## src/rtl/des_key_pkg.sv

```systemverilog
// des_key_pkg: shared types, tables and helpers for the DES key schedule sequencer.
//   state_e        - sequencer states (idle, load, shift, present)
//   SCHED / RSCHED - per-round rotate amounts (left for encrypt, right for decrypt)
//   PC1 / PC2      - DES permutation tables, entry n holds the 1-based source bit of output n+1
//   rot28          - 28-bit half rotate by 0/1/2 in either direction
package des_key_pkg;

    localparam int unsigned KEY_W    = 64;
    localparam int unsigned HALF_W   = 28;
    localparam int unsigned SUBKEY_W = 48;

    typedef enum logic [1:0] {
        StIdle,
        StLoad,
        StShift,
        StPresent
    } state_e;

    localparam logic [1:0] SCHED [16] = '{
        2'd1, 2'd1, 2'd2, 2'd2, 2'd2, 2'd2, 2'd2, 2'd2,
        2'd1, 2'd2, 2'd2, 2'd2, 2'd2, 2'd2, 2'd2, 2'd1
    };

    // First decrypt round needs no rotation: after a full schedule C/D are back at K16.
    localparam logic [1:0] RSCHED [16] = '{
        2'd0, 2'd1, 2'd2, 2'd2, 2'd2, 2'd2, 2'd2, 2'd2,
        2'd1, 2'd2, 2'd2, 2'd2, 2'd2, 2'd2, 2'd2, 2'd1
    };

    localparam int unsigned PC1 [56] = '{
        57, 49, 41, 33, 25, 17,  9,  1, 58, 50, 42, 34, 26, 18,
        10,  2, 59, 51, 43, 35, 27, 19, 11,  3, 60, 52, 44, 36,
        63, 55, 47, 39, 31, 23, 15,  7, 62, 54, 46, 38, 30, 22,
        14,  6, 61, 53, 45, 37, 29, 21, 13,  5, 28, 20, 12,  4
    };

    localparam int unsigned PC2 [48] = '{
        14, 17, 11, 24,  1,  5,  3, 28, 15,  6, 21, 10,
        23, 19, 12,  4, 26,  8, 16,  7, 27, 20, 13,  2,
        41, 52, 31, 37, 47, 55, 30, 40, 51, 45, 33, 48,
        44, 49, 39, 56, 34, 53, 46, 42, 50, 36, 29, 32
    };

    // MSB of the half is DES bit 1, so a DES left shift moves bits toward the MSB.
    function automatic logic [HALF_W-1:0] rot28(input logic [HALF_W-1:0] x,
                                                input logic [1:0]        amt,
                                                input logic              right);
        logic [HALF_W-1:0] r;
        r = x;
        if (right) begin
            case (amt)
                2'd1:    r = {x[0], x[27:1]};
                2'd2:    r = {x[1:0], x[27:2]};
                default: r = x;
            endcase
        end else begin
            case (amt)
                2'd1:    r = {x[26:0], x[27]};
                2'd2:    r = {x[25:0], x[27:26]};
                default: r = x;
            endcase
        end
        return r;
    endfunction

endpackage

```

## src/rtl/des_pc2.sv

```systemverilog
// des_pc2: combinational DES PC-2 permutation, 56-bit {C,D} to 48-bit subkey.
//   cd_i     - {C,D}, cd_i[55] is DES bit 1
//   subkey_o - PC-2 result, subkey_o[47] is PC-2 output bit 1
module des_pc2
    import des_key_pkg::*;
(
    input  logic [2*HALF_W-1:0] cd_i,
    output logic [SUBKEY_W-1:0] subkey_o
);

    always_comb begin
        subkey_o = '0;
        for (int j = 0; j < int'(SUBKEY_W); j++) begin
            subkey_o[6'(int'(SUBKEY_W) - 1 - j)] = cd_i[6'(int'(2 * HALF_W) - int'(PC2[j]))];
        end
    end

endmodule

```

## src/rtl/des_key_sched_ctrl.sv

```systemverilog
// des_key_sched_ctrl: DES key schedule sequencer.
// Loads a 64-bit key through PC-1, then for each of 16 rounds rotates C/D and presents
// the PC-2 subkey on a valid/ready handshake. done pulses one cycle after the last handshake.
// Ports:
//   clk, rst_n            - clock, asynchronous active-low reset
//   start, key_in         - load request (taken only when ready) and key, key_in[63] = DES bit 1
//   abort                 - synchronous cancel of a schedule in progress
//   ready                 - high in idle
//   subkey_valid/_ready   - subkey handshake; subkey and round held until accepted
//   subkey, round         - PC-2(C,D) and subkey index 0..15
//   done                  - completion pulse
// Build option DES_DECRYPT_EN adds input decrypt (sampled with start) for K16..K1 order.
module des_key_sched_ctrl
    import des_key_pkg::*;
#(
    parameter int unsigned NROUNDS = 16
) (
    input  logic                clk,
    input  logic                rst_n,
    input  logic                start,
    input  logic [KEY_W-1:0]    key_in,
    input  logic                abort,
`ifdef DES_DECRYPT_EN
    input  logic                decrypt,
`endif
    output logic                ready,
    output logic                subkey_valid,
    input  logic                subkey_ready,
    output logic [SUBKEY_W-1:0] subkey,
    output logic [3:0]          round,
    output logic                done
);

    state_e            state_q, state_d;
    logic [HALF_W-1:0] c_q, c_d, d_q, d_d;
    logic [3:0]        cnt_q, cnt_d;
    logic              done_q, done_d;
    logic              dec_q;
`ifdef DES_DECRYPT_EN
    logic              dec_d;
`else
    assign dec_q = 1'b0;
`endif

    logic [2*HALF_W-1:0] pc1_key;
    logic [1:0]          rot_amt;
    logic                handshake;

    always_comb begin
        pc1_key = '0;
        for (int i = 0; i < 56; i++) begin
            pc1_key[6'(55 - i)] = key_in[6'(64 - int'(PC1[i]))];
        end
    end

    assign handshake = subkey_valid & subkey_ready;
    assign rot_amt   = dec_q ? RSCHED[cnt_q] : SCHED[cnt_q];

    always_comb begin
        state_d = state_q;
        c_d     = c_q;
        d_d     = d_q;
        cnt_d   = cnt_q;
        done_d  = 1'b0;
`ifdef DES_DECRYPT_EN
        dec_d   = dec_q;
`endif
        unique case (state_q)
            StIdle: begin
                // abort alongside start in idle suppresses the start
                if (start && !abort) begin
                    state_d = StLoad;
                    c_d     = pc1_key[55:28];
                    d_d     = pc1_key[27:0];
                    cnt_d   = '0;
`ifdef DES_DECRYPT_EN
                    dec_d   = decrypt;
`endif
                end
            end
            StLoad:  state_d = StShift;
            StShift: begin
                c_d     = rot28(c_q, rot_amt, dec_q);
                d_d     = rot28(d_q, rot_amt, dec_q);
                state_d = StPresent;
            end
            StPresent: begin
                if (handshake) begin
                    if (cnt_q == 4'(NROUNDS - 1)) begin
                        state_d = StIdle;
                        done_d  = 1'b1;
                    end else begin
                        cnt_d   = cnt_q + 4'd1;
                        state_d = StShift;
                    end
                end
            end
            default: state_d = StIdle;
        endcase

        if (abort && (state_q != StIdle)) begin
            state_d = StIdle;
            c_d     = c_q;
            d_d     = d_q;
            cnt_d   = cnt_q;
            done_d  = 1'b0;
        end
    end

    always_ff @(posedge clk or negedge rst_n) begin
        if (!rst_n) begin
            state_q <= StIdle;
            c_q     <= '0;
            d_q     <= '0;
            cnt_q   <= '0;
            done_q  <= 1'b0;
`ifdef DES_DECRYPT_EN
            dec_q   <= 1'b0;
`endif
        end else begin
            state_q <= state_d;
            c_q     <= c_d;
            d_q     <= d_d;
            cnt_q   <= cnt_d;
            done_q  <= done_d;
`ifdef DES_DECRYPT_EN
            dec_q   <= dec_d;
`endif
        end
    end

    des_pc2 u_pc2 (
        .cd_i     ({c_q, d_q}),
        .subkey_o (subkey)
    );

    assign ready        = (state_q == StIdle);
    assign subkey_valid = (state_q == StPresent);
    assign round        = dec_q ? ~cnt_q : cnt_q;
    assign done         = done_q;

endmodule
```

## config.mk

```make
export PLATFORM = sky130hd
export DESIGN_NAME = des_key_sched_ctrl
export DESIGN_NICKNAME = d
export VERILOG_FILES = /design/src/rtl/des_key_pkg.sv /design/src/rtl/des_pc2.sv /design/src/rtl/des_key_sched_ctrl.sv
export SDC_FILE = /design/constraint.sdc
export NUM_CORES = 1
export LEC_CHECK = 0
export ABC_CLOCK_PERIOD_IN_PS = 3500
export BUFFER_PORTS_ARGS = -buffer_cell sky130_fd_sc_hd__buf_2
export CAP_MARGIN = 40
export CORE_ASPECT_RATIO = 2
export CORE_MARGIN = 2
export CORE_UTILIZATION = 52
export DETAILED_ROUTE_END_ITERATION = 7
export PLACE_DENSITY = 0.88
export SKIP_CTS_REPAIR_TIMING = 1
export SYNTH_ARGS = -nofsm -noshare
export SYNTH_HDL_FRONTEND = slang
export SYNTH_SLANG_ARGS = --single-unit
```

## constraint.sdc

```tcl
create_clock -name clk -period 3.5 [get_ports clk]
set_clock_uncertainty 0.2 [all_clocks]
set_input_delay 0.7 -clock clk [delete_from_list [all_inputs] [get_ports clk]]
set_output_delay 0.7 -clock clk [all_outputs]
set_load 0.05 [all_outputs]
```

# Yosys cells after proc, flatten, opt, wreduce, memory -nomap -nowiden
# Memory sizes are Yosys's and may differ from the RTL's.
# Index checks and enable logic that the tools add are counted.
dict set report word_totals {
  elab_cells 54
  output_inout_bits 55
  register_bits 63
  mem_count 1
  mem_bits_ro 32
}
# name words word_bits rd rd_ports_with_merged_regs wr line_no
set memory_table {}
lappend memory_table {{(name not given)} 16 2 1 0 0 des_key_sched_ctrl.sv:57} ;# assign rot_amt = dec_q ? RSCHED[cnt_q] : SCHED[cnt_q];
dict set report op_classes {
  n_lt_le_gt_ge 1
  n_bitwise 3
  n_reduce_logical 10
  eq_ne 12
  n_mux 21
  add_sub_neg 1
}
# op count
set op_table {}
lappend op_table {{28-bit case mux with 2 select lines} 4}
lappend op_table {{28-bit two-way mux} 2}
lappend op_table {{2-bit two-way mux} 6}
lappend op_table {{4-bit two-way mux} 3}
lappend op_table {{2-bit case mux with 4 select lines} 1}
lappend op_table {{4-bit case mux with 2 select lines} 1}
lappend op_table {{2-bit equality test (second input constant)} 3}
lappend op_table {{3-bit by 1-bit inequality test with 1-bit output (second input constant)} 2}
lappend op_table {{2-bit nonzero test} 3}
lappend op_table {{5-bit greater-or-equal comparator (second input constant)} 1}
lappend op_table {{4-bit NOT with 5-bit output} 1}
lappend op_table {{5-bit AND reduction} 1}
lappend op_table {{4-bit by 1-bit adder with 4-bit output (second input constant)} 1}
lappend op_table {{2-bit by 1-bit equality test with 1-bit output (second input constant)} 2}
lappend op_table {{4-bit equality test (second input constant)} 1}
lappend op_table {{1-bit two-way mux} 4}
lappend op_table {{2-bit by 1-bit inequality test with 1-bit output (second input constant)} 2}
lappend op_table {{4-bit AND reduction} 1}
lappend op_table {{3-bit inequality test (second input constant)} 1}
lappend op_table {{1-bit logical AND} 2}
lappend op_table {{2-bit zero test} 1}
lappend op_table {{2-bit inequality test (second input constant)} 1}
lappend op_table {{2-bit AND reduction} 1}
lappend op_table {{1-bit bitwise AND} 1}
lappend op_table {{other kinds (2)} 2}

# Depth between registers and ports, before layout
dict set report depth {
  word_depth 7
  mapped_depth 12
  depth_no_buf 10
}

# Modules after synthesis
# A second synthesis with hierarchy kept.
dict set report unflattened {
  hier_cells 437
  hier_area_um2 3980.1
}
# module seq_area_each_um2 instances cells_per_inst area_per_inst_um2
set modules_own_cells {}
lappend modules_own_cells {des_key_sched_ctrl 1576.5 1 388 3616.0}
lappend modules_own_cells {des_pc2 0.0 1 49 364.1}

# Worst setup path after synthesis
# OpenSTA, ideal clock, no wires.
dict set report synth_path {
  path_type {register to register}
  startpoint {register cnt_q[0], in the netlist round[0]}
  endpoint {register c_q[0]}
  path_slack_ns 0.706
  stages_incl_launch_ff 13
  setup_ns 0.121
  path_buffers 2
  period_less_slack_ns 2.794
  required_ns 3.179
  arrival_ns 2.473
  path_cell_list {dfrtp_1 -> inv_1 -> ha_1 -> a21oi_1 -> nor2_1 -> a31oi_1 -> ha_1 -> nand2b_1 -> a211o_1 -> buf_6 -> buf_6 -> nand2_1 -> o21ai_2}
}
dict set report synth_between {
  elab_chain_len 7
  word_cells_on_any_way 10
}
# element line_no
set synth_lines {}
lappend synth_lines {{start, declared} des_key_sched_ctrl.sv:36} ;# logic [3:0] cnt_q, cnt_d;
lappend synth_lines {{start signal, assigned} des_key_sched_ctrl.sv:124} ;# cnt_q <= cnt_d;
lappend synth_lines {{4-bit NOT with 5-bit output (not written as such) *} des_key_sched_ctrl.sv:57}
lappend synth_lines {{memory 16 x 2 bit *} -}
lappend synth_lines {{2-bit two-way mux (not written as such) * (2 in a row)} des_key_sched_ctrl.sv:57}
lappend synth_lines {{2-bit equality test or 2-bit by 1-bit equality test with 1-bit output (tied branches)} -}
lappend synth_lines {{28-bit case mux with 2 select lines or 3-bit inequality test (tied branches)} -}
lappend synth_lines {{28-bit case mux with 2 select lines or 4-bit AND reduction (tied branches)} -}
lappend synth_lines {{end signal, assigned} des_key_sched_ctrl.sv:113} ;# c_q <= '0;
lappend synth_lines {{end signal, assigned} des_key_sched_ctrl.sv:122} ;# c_q <= c_d;
lappend synth_lines {{end, declared} des_key_sched_ctrl.sv:35} ;# logic [HALF_W-1:0] c_q, c_d, d_q, d_d;
# Mark *: on every way between the ends. The rest lies on a longest branch, timed or not. The select of a mux whose other input is x is not followed.
# A chain may end at the register's enable or synchronous reset.

# Final worst setup path
dict set report layout_path {
  startpoint {register cnt_q[0], in the netlist round[0]}
  endpoint {register c_q[13]}
}
# The elaborated chain is that of the path after synthesis.

==> results by group <==
Run status
  • Status: finished, final reports clean

Logic synthesis
  • Post-synth top area share: roughly two fifths
  • YS warnings: 0
  • Syn Inst Count: roughly 440
  • Mean post-synth cell area: 9.14 µm²
  • Cell taking the most area after synthesis: dfrtp_1
  • Seq/Total Area, Yosys: 39.6%
  • Post-synthesis cell type count: 31
  • Area of the mapped netlist: 3980 µm²
  • Seq cells post-synth: 63
  • Top post-synthesis cells by area: dfrtp_1 40%, mux2_2 11%, nand2_1 11%

Timing
  • Final Hold Viols: 0
  • RSZ-0062 raised after global routing: false
  • Final TNS setup: 0 ns
  • Fmax: 0.323 GHz
  • Worst slew pin tran: 0.745 ns
  • Relative slew slack: about half
  • Fin. max-slew vios: 0
  • Setup ws final: 0.405 ns
  • Fin crit period: between 3 and 4 ns
  • Final setup vio count: 0
  • Period utilization: about nine tenths

Setup path
  • CP Data Arrival Time: approximately 3.1 ns
  • CP startpoint kind: flop
  • Slowest CP cell: a211o_4
  • Reg-to-reg startpoint: round[0]
  • FF-to-FF setup slack: around 0.40 ns
  • Max FO, Critical Path: between 60 and 70
  • Worst setup EP type: flop
  • R2R depth: 11
  • CP Launch Point: round[0]
  • Crit path depth: 11
  • Crit path largest cell delay: 0.54 ns
  • Critical Path End: c_q[13]
  • CP Class: flop to flop
  • Crit path buf inv count: 2
  • Worst path top cell family by delay: compound AO/OA/AOI/OAI gates
  • Cell chain of the critical path: inv_1 > ha_1 > a21oi_1 > nor2_1 > a31oi_1 > ha_2 > nand2b_1 > a211o_4 > buf_16 > nand2_1 > o21ai_1
  • RR Endpoint: c_q[13]
  • Worst Path Required: around 3.5 ns

Floorplan
  • Chip width: 65.8 µm
  • Die H: 128 µm
  • DIE AREA: 8410 µm²
  • I/O pin count: 124
  • Initial Util: ~53%
  • Core area: 7490 µm²
  • Row count: 45

CTS
  • Reg clk slew, reported paths: around 0.06 ns
  • Worst-case clock buffer depth: 2
  • H-tree Lvls: 3
  • CTS root buf: clkbuf_16
  • CTS tree: done
  • Clk_lat worst skew: 0.32 ns
  • Num CTS Buffers: 9
  • Clock sink count: 63

Finish
  • Antenna diode count: 0
  • Area growth syn-to-layout: 7.11%
  • NumNets Final: 526
  • Area of the multi-input gates: between 1500 and 2000 µm²
  • Proportion of layout cells with a drive suffix above 1: between 20 and 30%
  • Fillers: between 600 and 700
  • Non-Filler Instances: 547
  • Reg area: between 1500 and 2000 µm²

Routing
  • Drt drc: 0
  • Final wirelength: 7460 µm
  • Vias/cell: 5.22
  • Initial DRC count: 327
  • WL/cell: 13.6 µm
  • DR pass1 iterations: 4
  • Via Count: between 2000 and 3000
  • ANT nets after route: 0

Hold path
  • Min-delay worst type: input pin to async pin

Global route
  • Grt ovf: 0
  • All-Layer GR Usage: 18.9%
  • First-pass GRT wire length: 12600 µm
  • Vias in the first global route: 2734
  • Initial antenna violation count: 0
  • Pin count of the biggest net entering global routing: 74

Placed design
  • Dpl cells: 531
  • HPWL after DPL: around 4700 µm
  • DP Worst Slack: 0.475 ns
  • Final RePlAce weighted congestion: 0.737
  • PortBufs: 53

Power
  • Lkg Pwr: 1.96 nW
  • VDD IR-drop max: between 0.5 and 0.6 mV
  • Power Density: 758 nW/µm²

Run
  • Max_cap viols: 0
==> cell type report <==
| class | instances | area share [%] |
|---|---|---|
| clock buffer | 13 | 6.11 |
| multi-input combinational | 312 | 45.3 |
| sequential | 63 | 37.0 |
| tap | 94 | 2.76 |
| timing repair buffer | 57 | 7.99 |
| clock inverter | 3 | 0.411 |
| inverter | 5 | 0.441 |
==> layer usage <==
layer	share of wire, %	GRT usage [%]
met4	2.2	8.09
met2	51	30.4
met1	43	24.3
met5	0	0
met3	4.0	3.78
==> cells by family after synthesis <==
family | after synthesis | share of synthesized area (%)
other | 1 | 0.0943
DFF | 63 | 39.6
AOI/OAI and AO/OA | 92 | 14.1
and+or+nand+nor | 132 | 13.6
muxes | 57 | 15.6
buffers and inverters | 81 | 14.2
adders and majority gates | 9 | 2.83
==> synthesized netlist by cell type, drive strengths merged <==
cell,number
a211o,1
a21oi,8
a22o,1
a31oi,1
a41o,1
a41oi,1
and2b,1
and3,1
buf,67
clkbuf,9
conb,1
dfrtp,63
ha,9
inv,5
mux2,40
mux2i,17
nand2,118
nand2b,5
nand3,2
nand4,1
nor2,3
nor4b,1
o21a,1
o21ai,76
o22ai,1
o2bb2ai,1
==> cells in the final DEF, fill, tap and decap left out <==
cell,count
a211o_4,1
a21oi_1,8
a22o_1,1
a31oi_1,1
a41o_1,1
a41oi_1,1
and2b_1,1
and3_1,1
buf_12,2
buf_16,1
buf_2,53
buf_4,1
clkbuf_1,2
clkbuf_16,9
clkbuf_8,2
clkinv_2,2
clkinvlp_4,1
conb_1,22
dfrtp_1,63
ha_1,7
ha_2,2
inv_1,5
mux2_2,40
mux2i_1,17
nand2_1,118
nand2b_1,5
nand3_1,2
nand4_1,1
nor2_1,3
nor4b_4,1
o21a_1,1
o21ai_0,20
o21ai_1,36
o21ai_2,20
o22ai_1,1
o2bb2ai_1,1
==> how the worst min path moves through the flow <==
| stage | from | end | slack, ns | cells after the start |
|---|---|---|---|---|
| floorplan | rst_n | c_q[0] | 0.20 | 0 |
| global placement | c_q[8] | c_q[8] | 0.28 | 2 |
| detailed placement | c_q[6] | c_q[6] | 0.29 | 2 |
| CTS | rst_n | d_q[20] | 0.26 | 1 |
| global route | rst_n | d_q[19] | 0.30 | 1 |
| finish | rst_n | d_q[21] | 0.24 | 1 |
==> stage by stage <==
step           total power [mW]  hold WS (ns)  cell area, µm²  utilization (%)
6_report                   3.23         0.241            4260             56.9
5_1_grt                    3.43         0.304            4260             56.9
4_1_cts                    3.25         0.264            4260             56.9
3_5_place_dp               2.42         0.291            3980             53.2
3_3_place_gp               2.34         0.283            3960             52.8
2_1_floorplan              2.35         0.204            4060                -
==> flip-flops by register name, indices dropped and copies added, names as in the netlist <==
signal / cells
c_q: 28
d_q: 28
done: 1
round: 4
state_q: 2
==> power breakdown <==
group / switching [mW] / leakage (nW) / internal [mW] / total (mW)
Sequential: 0.142 / 0.851 / 0.876 / 1.02
Combinational: 1.00 / 0.970 / 0.383 / 1.39
Clock: 0.310 / 0.136 / 0.515 / 0.825
==> worst register-to-register path, delay by kind of cell (launching register included) <==
family / cells / cell delay [ns]
AOI/OAI and AO/OA: 4 / 0.99
adders and majority gates: 2 / 0.54
DFF: 1 / 0.46
and+or+nand+nor: 3 / 0.38
buffers and inverters: 2 / 0.41
Power figures use the tool's default switching activity.
